==> config.mk <==
export PLATFORM = sky130hd
export DESIGN_NAME = rv_muldiv_unit
export DESIGN_NICKNAME = d
export VERILOG_FILES = /design/src/rtl/rv_muldiv_pkg.sv /design/src/rtl/rv_muldiv_unit_div_step.sv /design/src/rtl/rv_muldiv_unit.sv
export SDC_FILE = /design/constraint.sdc
export NUM_CORES = 1
export LEC_CHECK = 0
export BUFFER_PORTS_ARGS = -buffer_cell sky130_fd_sc_hd__buf_2
export CAP_MARGIN = 20
export CORE_MARGIN = 2
export CORE_UTILIZATION = 61
export CTS_CLUSTER_SIZE = 30
export DETAILED_ROUTE_END_ITERATION = 8
export GPL_TIMING_DRIVEN = 0
export PLACE_DENSITY = 0.87
export SLEW_MARGIN = 10
export SYNTH_ARGS = -nofsm -noshare
export SYNTH_HDL_FRONTEND = slang
export SYNTH_SLANG_ARGS = --single-unit
==> constraint.sdc <==
create_clock -name clk -period 6.76 [get_ports clk]
set_input_delay 0.676 -clock clk [delete_from_list [all_inputs] [get_ports clk]]
set_output_delay 0.676 -clock clk [all_outputs]
set_load 0.01 [all_outputs]
==> src/rtl/rv_muldiv_pkg.sv <==
// Shared types and decode helpers for the RV32M multiply/divide unit.
package rv_muldiv_pkg;

    typedef enum logic [2:0] {
        OP_MUL    = 3'b000,
        OP_MULH   = 3'b001,
        OP_MULHSU = 3'b010,
        OP_MULHU  = 3'b011,
        OP_DIV    = 3'b100,
        OP_DIVU   = 3'b101,
        OP_REM    = 3'b110,
        OP_REMU   = 3'b111
    } md_op_e;

    typedef enum logic [2:0] {IDLE, MUL, DIV, FIX, DONE} md_state_e;

    function automatic logic is_signed_a(md_op_e op);
        return op inside {OP_MULH, OP_MULHSU, OP_DIV, OP_REM};
    endfunction

    function automatic logic is_signed_b(md_op_e op);
        return op inside {OP_MULH, OP_DIV, OP_REM};
    endfunction

    function automatic logic is_div(md_op_e op);
        return op inside {OP_DIV, OP_DIVU, OP_REM, OP_REMU};
    endfunction

    function automatic logic is_rem(md_op_e op);
        return op inside {OP_REM, OP_REMU};
    endfunction

endpackage

==> src/rtl/rv_muldiv_unit_div_step.sv <==
// One restoring-division step: shift in the next dividend bit, subtract if it fits.
module rv_div_step #(
    parameter int XLEN = 32
) (
    input  logic [XLEN-1:0] rem,
    input  logic [XLEN-1:0] quot,
    input  logic [XLEN-1:0] divisor,
    output logic [XLEN-1:0] rem_next,
    output logic [XLEN-1:0] quot_next
);
    logic [XLEN:0] shifted;
    logic [XLEN:0] diff;

    assign shifted = {rem, quot[XLEN-1]};
    assign diff    = shifted - {1'b0, divisor};

    // rem < divisor on entry, so a borrow always shows up in the top bit
    always_comb begin
        if (!diff[XLEN]) begin
            rem_next  = diff[XLEN-1:0];
            quot_next = {quot[XLEN-2:0], 1'b1};
        end else begin
            rem_next  = shifted[XLEN-1:0];
            quot_next = {quot[XLEN-2:0], 1'b0};
        end
    end
endmodule

==> src/rtl/rv_muldiv_unit.sv <==
// Multi-cycle RV32M multiply/divide unit with valid/ready handshake on both sides.
module rv_muldiv_unit
    import rv_muldiv_pkg::*;
#(
    parameter int XLEN     = 32,
    parameter int MUL_STEP = 1
) (
    input  logic            clk,
    input  logic            rst,
    input  logic            start_valid,
    output logic            start_ready,
    input  logic [2:0]      funct3,
    input  logic [XLEN-1:0] op_a,
    input  logic [XLEN-1:0] op_b,
    output logic            result_valid,
    input  logic            result_ready,
    output logic [XLEN-1:0] result,
    output logic            busy
);
    localparam int N  = XLEN / MUL_STEP;
    localparam int CW = $clog2(XLEN) + 1;
    localparam int SW = XLEN + MUL_STEP;

    md_state_e         state;
    md_op_e            op;
    logic              sign_a, sign_b;
    logic [XLEN-1:0]   mcand;
    // Multiply: {accumulator, multiplier}. Divide: {remainder, quotient/dividend}.
    logic [2*XLEN-1:0] prod;
    logic [CW-1:0]     cnt;

    md_op_e          fop;
    logic            neg_a, neg_b, div_zero, div_ovf;
    logic [XLEN-1:0] mag_a, mag_b, special_res;

    assign fop      = md_op_e'(funct3);
    assign neg_a    = is_signed_a(fop) && op_a[XLEN-1];
    assign neg_b    = is_signed_b(fop) && op_b[XLEN-1];
    assign mag_a    = neg_a ? -op_a : op_a;
    assign mag_b    = neg_b ? -op_b : op_b;
    assign div_zero = is_div(fop) && (op_b == '0);
    assign div_ovf  = is_div(fop) && is_signed_a(fop) && (&op_b) &&
                      (op_a == {1'b1, {(XLEN-1){1'b0}}});
    assign special_res = is_rem(fop) ? (div_zero ? op_a : '0)
                                     : (div_zero ? '1   : op_a);

    logic [SW-1:0]     pp, sum;
    logic [2*XLEN-1:0] mul_next;

    assign pp       = SW'(mcand) * SW'(prod[MUL_STEP-1:0]);
    assign sum      = SW'(prod[2*XLEN-1:XLEN]) + pp;
    assign mul_next = {sum, prod[XLEN-1:MUL_STEP]};

    logic [XLEN-1:0] rem_next, quot_next;

    rv_div_step #(.XLEN(XLEN)) u_div_step (
        .rem       (prod[2*XLEN-1:XLEN]),
        .quot      (prod[XLEN-1:0]),
        .divisor   (mcand),
        .rem_next  (rem_next),
        .quot_next (quot_next)
    );

    logic [2*XLEN-1:0] prod_fix;
    logic [XLEN-1:0]   quot, rem, final_res;

    assign quot = prod[XLEN-1:0];
    assign rem  = prod[2*XLEN-1:XLEN];

    always_comb begin
        prod_fix  = (sign_a ^ sign_b) ? -prod : prod;
        final_res = '0;
        case (op)
            OP_MUL:                        final_res = prod_fix[XLEN-1:0];
            OP_MULH, OP_MULHSU, OP_MULHU:  final_res = prod_fix[2*XLEN-1:XLEN];
            OP_DIV, OP_DIVU:               final_res = (sign_a ^ sign_b) ? -quot : quot;
            default:                       final_res = sign_a ? -rem : rem;
        endcase
    end

    assign busy = (state != IDLE);

    always_ff @(posedge clk) begin
        if (rst) begin
            state        <= IDLE;
            start_ready  <= 1'b1;
            result_valid <= 1'b0;
            result       <= '0;
            op           <= OP_MUL;
            sign_a       <= 1'b0;
            sign_b       <= 1'b0;
            mcand        <= '0;
            prod         <= '0;
            cnt          <= '0;
        end else begin
            case (state)
                IDLE: begin
                    if (start_valid && start_ready) begin
                        op          <= fop;
                        sign_a      <= neg_a;
                        sign_b      <= neg_b;
                        cnt         <= '0;
                        start_ready <= 1'b0;
                        if (div_zero || div_ovf) begin
                            state  <= DONE;
                            result <= special_res;
                        end else if (is_div(fop)) begin
                            state <= DIV;
                            mcand <= mag_b;
                            prod  <= {{XLEN{1'b0}}, mag_a};
                        end else begin
                            state <= MUL;
                            mcand <= mag_a;
                            prod  <= {{XLEN{1'b0}}, mag_b};
                        end
                    end else begin
                        start_ready <= 1'b1;
                    end
                end
                MUL: begin
                    prod <= mul_next;
                    if (cnt == CW'(N - 1)) state <= FIX;
                    else                   cnt   <= cnt + CW'(1);
                end
                DIV: begin
                    prod <= {rem_next, quot_next};
                    if (cnt == CW'(XLEN - 1)) state <= FIX;
                    else                      cnt   <= cnt + CW'(1);
                end
                FIX: begin
                    result       <= final_res;
                    result_valid <= 1'b1;
                    state        <= DONE;
                end
                DONE: begin
                    // Special cases arrive with the result loaded but valid still low,
                    // giving them one cycle of latency like the other paths' FIX stage.
                    if (!result_valid) begin
                        result_valid <= 1'b1;
                    end else if (result_ready) begin
                        result_valid <= 1'b0;
                        state        <= IDLE;
                    end
                end
                default: state <= IDLE;
            endcase
        end
    end
endmodule

; ---- Word level (Yosys, flattened, before mapping)
; Cells that the tools add are included.
[op_classes]
n_div = 0
multipliers = 1
n_mux = 33
n_addsub = 8
n_reduce_logical = 30
bitwise_logic = 2
shift = 0
magnitude_cmp = 0
eq_ne = 24
[ops]
columns = cell, count
row1 = 32-bit two-way mux, 12
row2 = 64-bit two-way mux, 3
row3 = 64-bit case mux with 3 select lines, 1
row4 = 32-bit negator, 4
row5 = 32-bit case mux with 3 select lines, 1
row6 = 64-bit negator, 1
row7 = 32-bit case mux with 2 select lines, 1
row8 = 32-bit by 33-bit adder with 33-bit output, 1
row9 = 32-bit by 1-bit multiplier with 33-bit output, 1
row10 = 33-bit by 32-bit subtractor with 33-bit output, 1
row11 = 32-bit equality test (second input constant), 1
row12 = 32-bit zero test, 1
row13 = 32-bit AND reduction, 1
row14 = 3-bit equality test (second input constant), 7
row15 = 3-bit by 2-bit equality test with 1-bit output (second input constant), 5
row16 = 3-bit two-way mux, 5
row17 = 6-bit two-way mux, 2
row18 = 2-bit != test (second input constant), 6
row19 = 3-bit case mux with 4 select lines, 1
row20 = 6-bit case mux with 2 select lines, 1
row21 = 3-bit AND reduction, 4
row22 = 3-bit by 1-bit equality test with 1-bit output (second input constant), 3
row23 = 3-bit nonzero test, 3
row24 = 2-bit nonzero test, 4
row25 = other kinds (16), 28
[word_totals]
out_inout_bits = 35
mem_bits_rw = 0
latch_bits = 0
ff_bits = 144
elab_cells = 108
n_memories = 0
romBits = 0

; ---- Depth between registers and ports, before layout
[depth]
depth_word = 9
mapped_depth = 15

; ---- Hierarchy
; From an unflattened synthesis, not the netlist that was laid out.
[hier_totals]
cells_unflattened = 2070
hier_area_um2 = 15021.9
[modules_own_cells]
columns = mod, n_inst, area_each_um2, cells_per_inst
row1 = rv_muldiv_unit, 1, 12430.7, 1734
row2 = rv_div_step, 1, 2591.2, 336

; ---- Least setup slack after synthesis
; No wires, ideal clock.
[synth_timing]
kind = reg-to-reg
start = register prod[0]
end = register prod[61]
arrival_time_ps = 3631
setup_time_ps = 88
path_stages_with_launch = 15
period_less_slack_ps = 3719
n_path_buf = 1
slack_ps = 3041
path_cell_list = dfxtp_1 -> inv_1 -> clkbuf_1 -> nor2_1 -> fa_1 -> a21o_1 -> a221o_1 -> a31oi_1 -> a21oi_1 -> a221oi_1 -> o21bai_1 -> a311oi_1 -> xnor2_1 -> nand2_1 -> a311oi_2
[synth_between]
elab_chain_cells = 3
[synth_lines]
columns = element, line_no
row1 = from (decl), rv_muldiv_unit.sv:29  ; logic [2*XLEN-1:0] prod;
row2 = from (signal assigned), rv_muldiv_unit.sv:110  ; prod <= {{XLEN{1'b0}}, mag_a};
row3 = from (signal assigned), rv_muldiv_unit.sv:114  ; prod <= {{XLEN{1'b0}}, mag_b};
row4 = from (signal assigned), rv_muldiv_unit.sv:121  ; prod <= mul_next;
row5 = 32-bit by 1-bit multiplier with 33-bit output, rv_muldiv_unit.sv:50  ; assign pp = SW'(mcand) * SW'(prod[MUL_STEP-1:0]);
row6 = 32-bit by 33-bit adder with 33-bit output, rv_muldiv_unit.sv:51  ; assign sum = SW'(prod[2*XLEN-1:XLEN]) + pp;
row7 = 64-bit case mux with 3 select lines, rv_muldiv_unit.sv:96  ; case (state)
; Every way passes these cells.
; A chain may end at the register's enable or synchronous reset.

; ---- Worst setup path in the final report
; Ends and elaborated chain as after synthesis.

==> metrics.cfg <==
[run_status]
status = finished, final reports clean

[detailed_routing]
vias_per_cell = 6.96
avgRoutedWirePerCell_um = 24.9
via_count = 17300
drc_errors = 0
postRouteWirelength_um = 62100
drt-pass1-iter-count = 8
drtAntennaViolNets = 0
drt_iter0_drc = 2660

[clocking]
postCtsSetupBuffers = 0
cts_tree = built
htreeDepth = 4
numCtsBuffers = 17
clock-sinks = 144
post_cts_resized = 0
clkTransAtPathRegs_ns = 0.08
clk_latency_ns = 0.45
cts_hold_buf = 0
clk_path_buf_depth = 2
cts_root_buf = clkbuf_16

[cells_and_area]
area_growth_pct = 10.5
num-fill-cells = 2107
drive_gt1_frac = 0.110
diodes = 0
finalNetCount = 2302
fin_cells = 2491

[synth]
syn_nets = 2179
synth_edf_count = 0
yosys_warnings = 0
synthFlopType = dfxtp_1
yosysTopAreaCellShare = 0.197
syn_avg_cell_area_um2 = 7.20
yosysTopAreaCell = dfxtp_1
synthTopCellsByCount = nor2_1 (246), a21oi_1 (213), nand2_1 (190)
async_flop_share = 0
ys_seq_elements = 144
syn_area_mm2 = 0.0147
synth_most_common_cell = nor2_1
syn_inst = 2036
yosysUniqueCellTypes = 89
yosys-top-cells-area = dfxtp_1 (20%), a21oi_1 (7.3%), xnor2_1 (6.5%)
ys_seq_area_frac = 0.197

[setup_path]
cp_slowest_cell = a221oi_1
cp_max_fo = 10
crit_family = compound AO/OA/AOI/OAI gates
crit_type = flip-flop to flip-flop
required_ns = 7.10
arrival_ns = 5.38
slowest_delay_ns = 0.73
path_buf_inv = 2
crit_path_end_kind = flip-flop
path_cells = inv_1 -> clkbuf_1 -> nor2_1 -> fa_1 -> a21o_1 -> a221o_1 -> a31oi_1 -> a21oi_1 -> a221oi_1 -> o21bai_1 -> a311oi_1 -> xnor2_1 -> nand2_1 -> a311oi_2
cp-start-kind = flip-flop

[sta]
rsz0062_at_grt = false
fmax_ghz = 0.198
fin_crit_ns = 5.04
setup-violations-final = 0
maxSlewHeadroom = 0.197
worst_slew_pin_slew_ns = 1.20
hold-worst-slack_ns = 0.454
finClkSkew_ns = 0.0160
finalMaxSlewViolations = 0
tns_ns = 0
final-hold-violation-count = 0
period_share = 0.746

[placement]
place_congestion = 1.10
dp.cells = 2459
io_buffers = 104
dp_hpwl_um = 48900

[pwr]
ir_drop_uv = 445
p_leak_nw = 6.47
power_density_mw_per_mm2 = 531
power_mw = 8.59

[grt]
grt_usage = 0.470
grt_pass1_wl_um = 92700
antenna_found_initial = 0
grt_pass1_vias = 15800
overflow = 0
grt_max_degree = 19

[floorplan]
die_h_um = 159
initial_utilization = 0.623
fp.dieW_um = 159
rows = 56
io_pins = 106
die_area_mm2 = 0.0253
coreArea_mm2 = 0.0235

[flow_run]
drv_cap = 0

[worst_hold_path]
hold_path.class = flip-flop to flip-flop

==> final timing paths <==
kind,start,end,slack [ns],cells after the start
max reg2reg,prod[0],prod[61],1.72,14
min reg2reg,mcand[22],mcand[22],0.45,2
max,prod[0],prod[61],1.72,14
min,mcand[22],mcand[22],0.45,2
==> cells in the final DEF (no fill, tap or decap), types with 50 or more instances in the layout <==
| master | n |
|---|---|
| a211oi_1 | 50 |
| a21oi_1 | 213 |
| buf_2 | 117 |
| clkbuf_1 | 114 |
| dfxtp_1 | 144 |
| ha_1 | 70 |
| inv_1 | 69 |
| nand2_1 | 190 |
| nor2_1 | 246 |
| o21ai_0 | 122 |
| xnor2_1 | 109 |
| xor2_1 | 79 |
==> power breakdown <==
part           internal, mW  leakage [nW]  switching [mW]
clock network         0.502         0.293           0.477
logic                  2.31          5.00            3.93
registers              1.06          1.18           0.322
total                  3.87          6.47            4.72
==> worst reg2reg max path, stage by stage (launching register included) <==
cell	delay, ns
dfxtp_1	0.43
inv_1	0.39
clkbuf_1	0.46
nor2_1	0.17
fa_1	0.46
a21o_1	0.22
a221o_1	0.34
a31oi_1	0.30
a21oi_1	0.19
a221oi_1	0.73
o21bai_1	0.30
a311oi_1	0.39
xnor2_1	0.17
nand2_1	0.08
a311oi_2	0.30
==> metrics by stage <==
step | area (um2) | setup slack (ns) | utilization
2_1_floorplan | 14700 | 3.04 | -
3_3_place_gp | 15600 | 2.06 | 0.662
3_5_place_dp | 15600 | 2.03 | 0.662
4_1_cts | 16200 | 1.97 | 0.688
5_1_grt | 16200 | 1.60 | 0.688
6_report | 16200 | 1.72 | 0.688
==> sequential cells by signal (all words and copies together) (netlist names) <==
register and cells:
cnt 6, mcand 32, op 3, prod 64
result 32, result_valid 1, sign_a 1, sign_b 1
start_ready 1, state 3
==> layer usage <==
layer	routed length, um	share of wire	up-vias	global-route usage
met2	26000	0.42	1349	0.706
met5	0	0	-	0
li1	-	-	7716	-
met4	4380	0.070	0	0.274
met1	22600	0.36	7949	0.584
met3	9130	0.15	320	0.162
==> area by class of cell <==
| type | instances | area (um2) | area share |
|---|---|---|---|
| multi-input combinational | 1672 | 10900 | 0.670 |
| buffer | 150 | 663 | 0.0409 |
| sequential | 144 | 2880 | 0.178 |
| tap | 319 | 399 | 0.0246 |
| inverter | 70 | 263 | 0.0162 |
| clock inverter | 15 | 190 | 0.0117 |
| clock buffer | 17 | 425 | 0.0263 |
| timing repair buffer | 104 | 520 | 0.0321 |
==> cell families (layout without fill, tap and decap cells) <==
kind of cell             after synthesis  after routing  synth area share
flip-flops                           144            144             0.197
buffers and inverters                220            356            0.0632
AND/OR/NAND/NOR                      665            665             0.214
adder cells (fa/ha/maj)               74             74            0.0638
XOR/XNOR                             189            189             0.114
multiplexers                          44             44            0.0322
AO/OA/AOI/OAI                        700            700             0.316
Power figures use the tool's default switching activity.
